--- config.mk ---
export PLATFORM = sky130hd
export DESIGN_NAME = mux_n1_pipe
export DESIGN_NICKNAME = d
export VERILOG_FILES = /design/src/rtl/mux_pkg.sv /design/src/rtl/rr_arbiter.sv /design/src/rtl/mux_n1_pipe.sv
export SDC_FILE = /design/constraint.sdc
export NUM_CORES = 1
export LEC_CHECK = 0
export ABC_AREA = 1
export BUFFER_PORTS_ARGS = -buffer_cell sky130_fd_sc_hd__buf_2
export CAP_MARGIN = 20
export CORE_UTILIZATION = 48
export CTS_CLUSTER_DIAMETER = 120
export DETAILED_ROUTE_END_ITERATION = 10
export PLACE_DENSITY = 0.77
export SLEW_MARGIN = 10
export SYNTH_ARGS = -nofsm -noshare
export SYNTH_HDL_FRONTEND = slang
export SYNTH_SLANG_ARGS = --single-unit
--- constraint.sdc ---
create_clock -name CLK -period 2.1 [get_ports CLK]
set_clock_uncertainty 0.1 [all_clocks]
set_input_delay 0.21 -clock CLK [delete_from_list [all_inputs] [get_ports CLK]]
set_output_delay 0.21 -clock CLK [all_outputs]
set_load 0.1 [all_outputs]
--- src/rtl/mux_pkg.sv ---
// Shared constants, select-mode enum and width helper
// for the N:1 pipelined channel mux.
package mux_pkg;

  localparam int N_CH_DEFAULT  = 4;
  localparam int WIDTH_DEFAULT = 1;

  typedef enum logic {
    SEL_FIXED,
    SEL_RR
  } sel_mode_t;

  function automatic int sw_of(input int n);
    return (n < 2) ? 1 : $clog2(n);
  endfunction

endpackage

--- src/rtl/rr_arbiter.sv ---
// Round-robin search over REQ starting at PTR.
// PTR moves past the winner only when ADV is asserted.
module rr_arbiter
  import mux_pkg::*;
#(
  parameter int N_CH = N_CH_DEFAULT,
  parameter int SW   = sw_of(N_CH)
) (
  input  logic            CLK,
  input  logic            RST_N,
  input  logic [N_CH-1:0] REQ,
  input  logic            ADV,
  output logic [SW-1:0]   GNT_IDX,
  output logic            GNT_VLD
);

  logic [SW-1:0] ptr_q;
  logic [SW-1:0] ptr_d;

  // Scan farthest-first so the nearest request wins.
  always_comb begin
    GNT_IDX = '0;
    GNT_VLD = 1'b0;
    for (int i = N_CH - 1; i >= 0; i--) begin
      int j;
      j = int'(ptr_q) + i;
      if (j >= N_CH) j = j - N_CH;
      if (REQ[j]) begin
        GNT_IDX = SW'(j);
        GNT_VLD = 1'b1;
      end
    end
  end

  // Pointer lands just past the granted channel.
  always_comb begin
    ptr_d = ptr_q;
    if (ADV) begin
      if (GNT_IDX == SW'(N_CH - 1)) ptr_d = '0;
      else ptr_d = GNT_IDX + 1'b1;
    end
  end

  // Pointer register.
  always_ff @(posedge CLK or negedge RST_N) begin
    if (!RST_N) ptr_q <= '0;
    else ptr_q <= ptr_d;
  end

endmodule

--- src/rtl/mux_n1_pipe.sv ---
// N:1 channel mux with one output register, fixed or
// round-robin select. MUX_N1_PIPE_PARITY_EN adds Y_PAR.
module mux_n1_pipe
  import mux_pkg::*;
#(
  parameter int N_CH  = N_CH_DEFAULT,
  parameter int WIDTH = WIDTH_DEFAULT,
  parameter int SW    = sw_of(N_CH)
) (
  input  logic                  CLK,
  input  logic                  RST_N,
  input  logic [N_CH*WIDTH-1:0] D,
  input  logic [N_CH-1:0]       D_VALID,
  output logic [N_CH-1:0]       D_READY,
  input  logic [SW-1:0]         S,
  input  logic                  S_AUTO,
  output logic [WIDTH-1:0]      Y,
  output logic [SW-1:0]         Y_CH,
  output logic                  Y_VALID,
`ifdef MUX_N1_PIPE_PARITY_EN
  output logic                  Y_PAR,
`endif
  input  logic                  Y_READY
);

  sel_mode_t        mode;
  logic             open;
  logic             xfer;
  logic [SW-1:0]    sel_idx;
  logic             sel_hit;
  logic             sel_vld;
  logic [WIDTH-1:0] sel_data;
  logic [SW-1:0]    rr_idx;
  logic             rr_vld;

  logic [WIDTH-1:0] y_q, y_d;
  logic [SW-1:0]    ch_q, ch_d;
  logic             vld_q, vld_d;

  assign mode = S_AUTO ? SEL_RR : SEL_FIXED;
  // Reset term keeps D_READY low while RST_N is held.
  assign open = RST_N & (~vld_q | Y_READY);
  assign xfer = open & sel_vld;

  rr_arbiter #(
    .N_CH (N_CH),
    .SW   (SW)
  ) u_arb (
    .CLK     (CLK),
    .RST_N   (RST_N),
    .REQ     (D_VALID),
    .ADV     (xfer & (mode == SEL_RR)),
    .GNT_IDX (rr_idx),
    .GNT_VLD (rr_vld)
  );

  // Pick the addressed channel; out-of-range S hits nothing.
  always_comb begin
    sel_idx = '0;
    sel_hit = 1'b0;
    sel_vld = 1'b0;
    unique case (mode)
      SEL_RR: begin
        sel_idx = rr_idx;
        sel_hit = rr_vld;
        sel_vld = rr_vld;
      end
      SEL_FIXED: begin
        sel_idx = S;
        for (int k = 0; k < N_CH; k++) begin
          if (S == SW'(k)) begin
            sel_hit = 1'b1;
            sel_vld = D_VALID[k];
          end
        end
      end
      default: ;
    endcase
  end

  // One-hot ready and data steering for the addressed channel.
  always_comb begin
    D_READY  = '0;
    sel_data = '0;
    for (int k = 0; k < N_CH; k++) begin
      if (sel_hit && (sel_idx == SW'(k))) begin
        D_READY[k] = open;
        sel_data   = D[k*WIDTH +: WIDTH];
      end
    end
  end

  // Load on transfer, else retire on handshake, else hold.
  always_comb begin
    y_d   = y_q;
    ch_d  = ch_q;
    vld_d = vld_q;
    if (xfer) begin
      y_d   = sel_data;
      ch_d  = sel_idx;
      vld_d = 1'b1;
    end else if (Y_READY) begin
      vld_d = 1'b0;
    end
  end

  // Output register.
  always_ff @(posedge CLK or negedge RST_N) begin
    if (!RST_N) begin
      y_q   <= '0;
      ch_q  <= '0;
      vld_q <= 1'b0;
    end else begin
      y_q   <= y_d;
      ch_q  <= ch_d;
      vld_q <= vld_d;
    end
  end

  assign Y       = y_q;
  assign Y_CH    = ch_q;
  assign Y_VALID = vld_q;

`ifdef MUX_N1_PIPE_PARITY_EN
  logic par_q;

  // Even parity of the word loaded into Y.
  always_ff @(posedge CLK or negedge RST_N) begin
    if (!RST_N) par_q <= 1'b0;
    else if (xfer) par_q <= ^sel_data;
  end

  assign Y_PAR = par_q;
`endif

endmodule

==> results by group <==
Pwr
  – Leak: 0.000550 uW
  – Max IR drop VDD: 0.956 mV
  – Cell area power density: roughly 1800 nW/um2

Clock network
  – Clk_lat worst skew: 0.26 ns
  – # H-tree levels: 1
  – Max Root-Sink Buffers: 2
  – Root buffer cell: clkbuf_4
  – CTS clock-pin slew for the worst setup and hold paths: 0.06 ns
  – Clock sinks: 6
  – TritonCTS clock tree: yes
  – Inserted Clock Buffers: 3

Die
  – Initial Util: 0.544
  – Ports: 22
  – Die height: ~38 um
  – Num rows: 12
  – Core area: 1160 um2
  – Die area: 1460 um2
  – Die Width: 38.2 um

Drt
  – Detailed Route WL: 2040 um
  – Wire per inst: 13.8 um
  – Via count: 820
  – DRT Pass-1 Iters: 4
  – DRC marker count from the first detailed-route iteration: 17
  – Drc violations: 0
  – Vias per Instance: 5.54
  – Antenna viol nets, final: 0

Place
  – Gpl congestion: between 0.8 and 0.9
  – Post-DP HPWL: 1250 um
  – IO Port Bufs: 21
  – Dpl cells: 137

Synthesis
  – Sequential cell area fraction in the yosys report: 0.239
  – Avg Cell Area, Syn: 6.17 um2
  – Post-synth top area share: 0.239
  – Cell count after synthesis: 102
  – Syn_nets: 116
  – Syn. warnings: 0
  – Syn Std Cell Area: 629 um2
  – Synth area leaders: dfrtp_1 (24%), nand2_1 (17%), nand3_1 (9.5%)
  – Synth area leader: dfrtp_1
  – Distinct cells, synth: 23
  – Synthesized flop and latch total: 6

Final layout
  – Area Growth Syn to Fin: 67.4%
  – Fin nets: 149
  – Share of cells above drive strength 1: 0.522
  – Final non-filler cell total: between 100 and 150
  – Fillers: 46
  – Ant. Diodes: 0

STA
  – RSZ-0062 raised after global routing: true
  – Slew Limit Headroom: 0.653
  – Final hold violation count: 0
  – # setup viols final: 4
  – Crit path setup slack, layout: -0.214 ns
  – Tcrit/Tclk final: 1.10
  – Fin Hold WS: 0.0711 ns
  – Least-Margin Pin Slew: 0.520 ns
  – Final Max Tran Viols: 0
  – Fmax: between 400 and 500 MHz
  – Sum of negative setup slack: -0.727 ns
  – Min cycle time layout: 2.31 ns

Hold path
  – Hold Path Class: primary input to flop

Setup path
  – Setup crit end: D_READY[2]
  – CP arrival: 2.00 ns
  – Worst Reg-to-Reg Cells: 12
  – Crit Path Max Fanout: 9
  – Critical R2R Launch: u_arb.ptr_q[0]
  – Crit path from: u_arb.ptr_q[0]
  – CP Class: flop to output port
  – Critical path capture point type: output port
  – Worst setup SP type: flop
  – Worst reg2reg path endpoint: Y
  – CP required: 1.79 ns
  – R2r setup slk: ~0.15 ns

Job
  – Max Cap Viol: 0

Global route
  – GRT Residual Overflow: 0
  – Gr usage total: 0.278
  – Antenna violations before repair: 0
  – Largest net degree at the start of global routing: 10
  – Vias in the first global route: between 600 and 700
  – First-pass GRT wire length: 2840 um

Status
  – Violated checks: negative setup slack
  – Run status: complete, but fails checks
## worst max-delay path, cell delays in order (launching register included)
cell and delay (ns):
dfrtp_1 0.42, buf_12 0.17, nand2_2 0.08, o21ai_4 0.07, nor2_1 0.17, nor2_1 0.07, nand3_1 0.12, nand2_1 0.10
nand2_1 0.09, nand2_2 0.10, nor3_4 0.17, buf_12 0.20
## report_power, final
group	switching, uW	internal, uW
clock network	50.7	72.5
logic	1010	514
registers	57.7	170
total	1120	757
## cell type report
type	instances	area, um2	area share
Multi-Input combinational cell	77	546	0.518
Timing Repair Buffer	30	248	0.235
Sequential cell	6	153	0.145
Inverter	17	63.8	0.0606
Clock buffer	4	26.3	0.0249
Tap cell	14	17.5	0.0166
## cell families (layout without fill, tap and decap cells)
logic type / count (synthesis) / count (layout) / share of synthesized area
and+or+nand+nor: 61 / 61 / 0.477
buffers and inverters: 19 / 51 / 0.137
AOI/OAI and AO/OA: 15 / 15 / 0.133
DFF: 6 / 6 / 0.239
xor gates and xnor gates: 1 / 1 / 0.0139
## stage by stage
step	power [uW]	util	worst slack, ns	instance area [um2]
finish	1880	0.911	-0.214	1050
detailed placement	1500	0.798	0.0204	922
global placement	1480	0.798	0.0884	922
floorplan	1240	-	-0.150	734
global route	1960	0.911	-0.287	1050
CTS	1720	0.869	-0.135	1000
## sequential cells by signal, indices dropped and copies added (netlist names)
register     cells
Y_VALID          1
Y                1
Y_CH             2
u_arb.ptr_q      2
## repair_timing
item / CTS / global route
hold buffers: 1 / 0
pin swaps: 4 / 4
setup endpoints to repair: 4 / 4
endpoints found under the hold margin: 6 / 0
gates resized for setup: 8 / 2
buffers inserted: 1 / 5
## cells in the final DEF, fill, tap and decap left out, types with 2 or more instances in the layout
| cell | count |
|---|---|
| inv_2 | 4 |
| buf_4 | 7 |
| inv_1 | 13 |
| a21oi_1 | 3 |
| dfrtp_1 | 4 |
| o21ai_2 | 2 |
| dfrtp_2 | 2 |
| nand2_1 | 23 |
| nand3_2 | 10 |
| nor2_1 | 3 |
| clkbuf_4 | 3 |
| buf_12 | 5 |
| nor3_4 | 3 |
| nand2_4 | 4 |
| o21ai_0 | 5 |
| buf_2 | 17 |
| nand2_2 | 8 |
| nand3_1 | 4 |
## cells in the mapped netlist, drive strengths merged
cell type,instances
nand2,35
inv,17
nand3,14
o21ai,9
dfrtp,6
nor2,5
nor3,4
a21oi,3
buf,2
a31oi,1
nand3b,1
nand4,1
o21bai,1
o22ai,1
or2,1
xnor2,1
## worst min path at each step
stage                 start             end  slack, ns  depth (start not counted)
finish              Y_READY         Y_VALID       0.07                          2
global route        Y_READY         Y_VALID       0.08                          2
CTS                 Y_READY         Y_VALID       0.07                          2
detailed placement    RST_N  u_arb.ptr_q[1]      -0.05                          1
global placement      RST_N  u_arb.ptr_q[1]      -0.05                          1
floorplan             RST_N               Y      -0.19                          0
## layer usage
metal	up-vias	GRT usage	routed length, um
li1	393	-	-
met1	397	0.366	930
met2	26	0.445	1010
met3	4	0.0640	66
met4	0	0.0893	27
met5	-	0	0
Power figures use the tool's default switching activity.
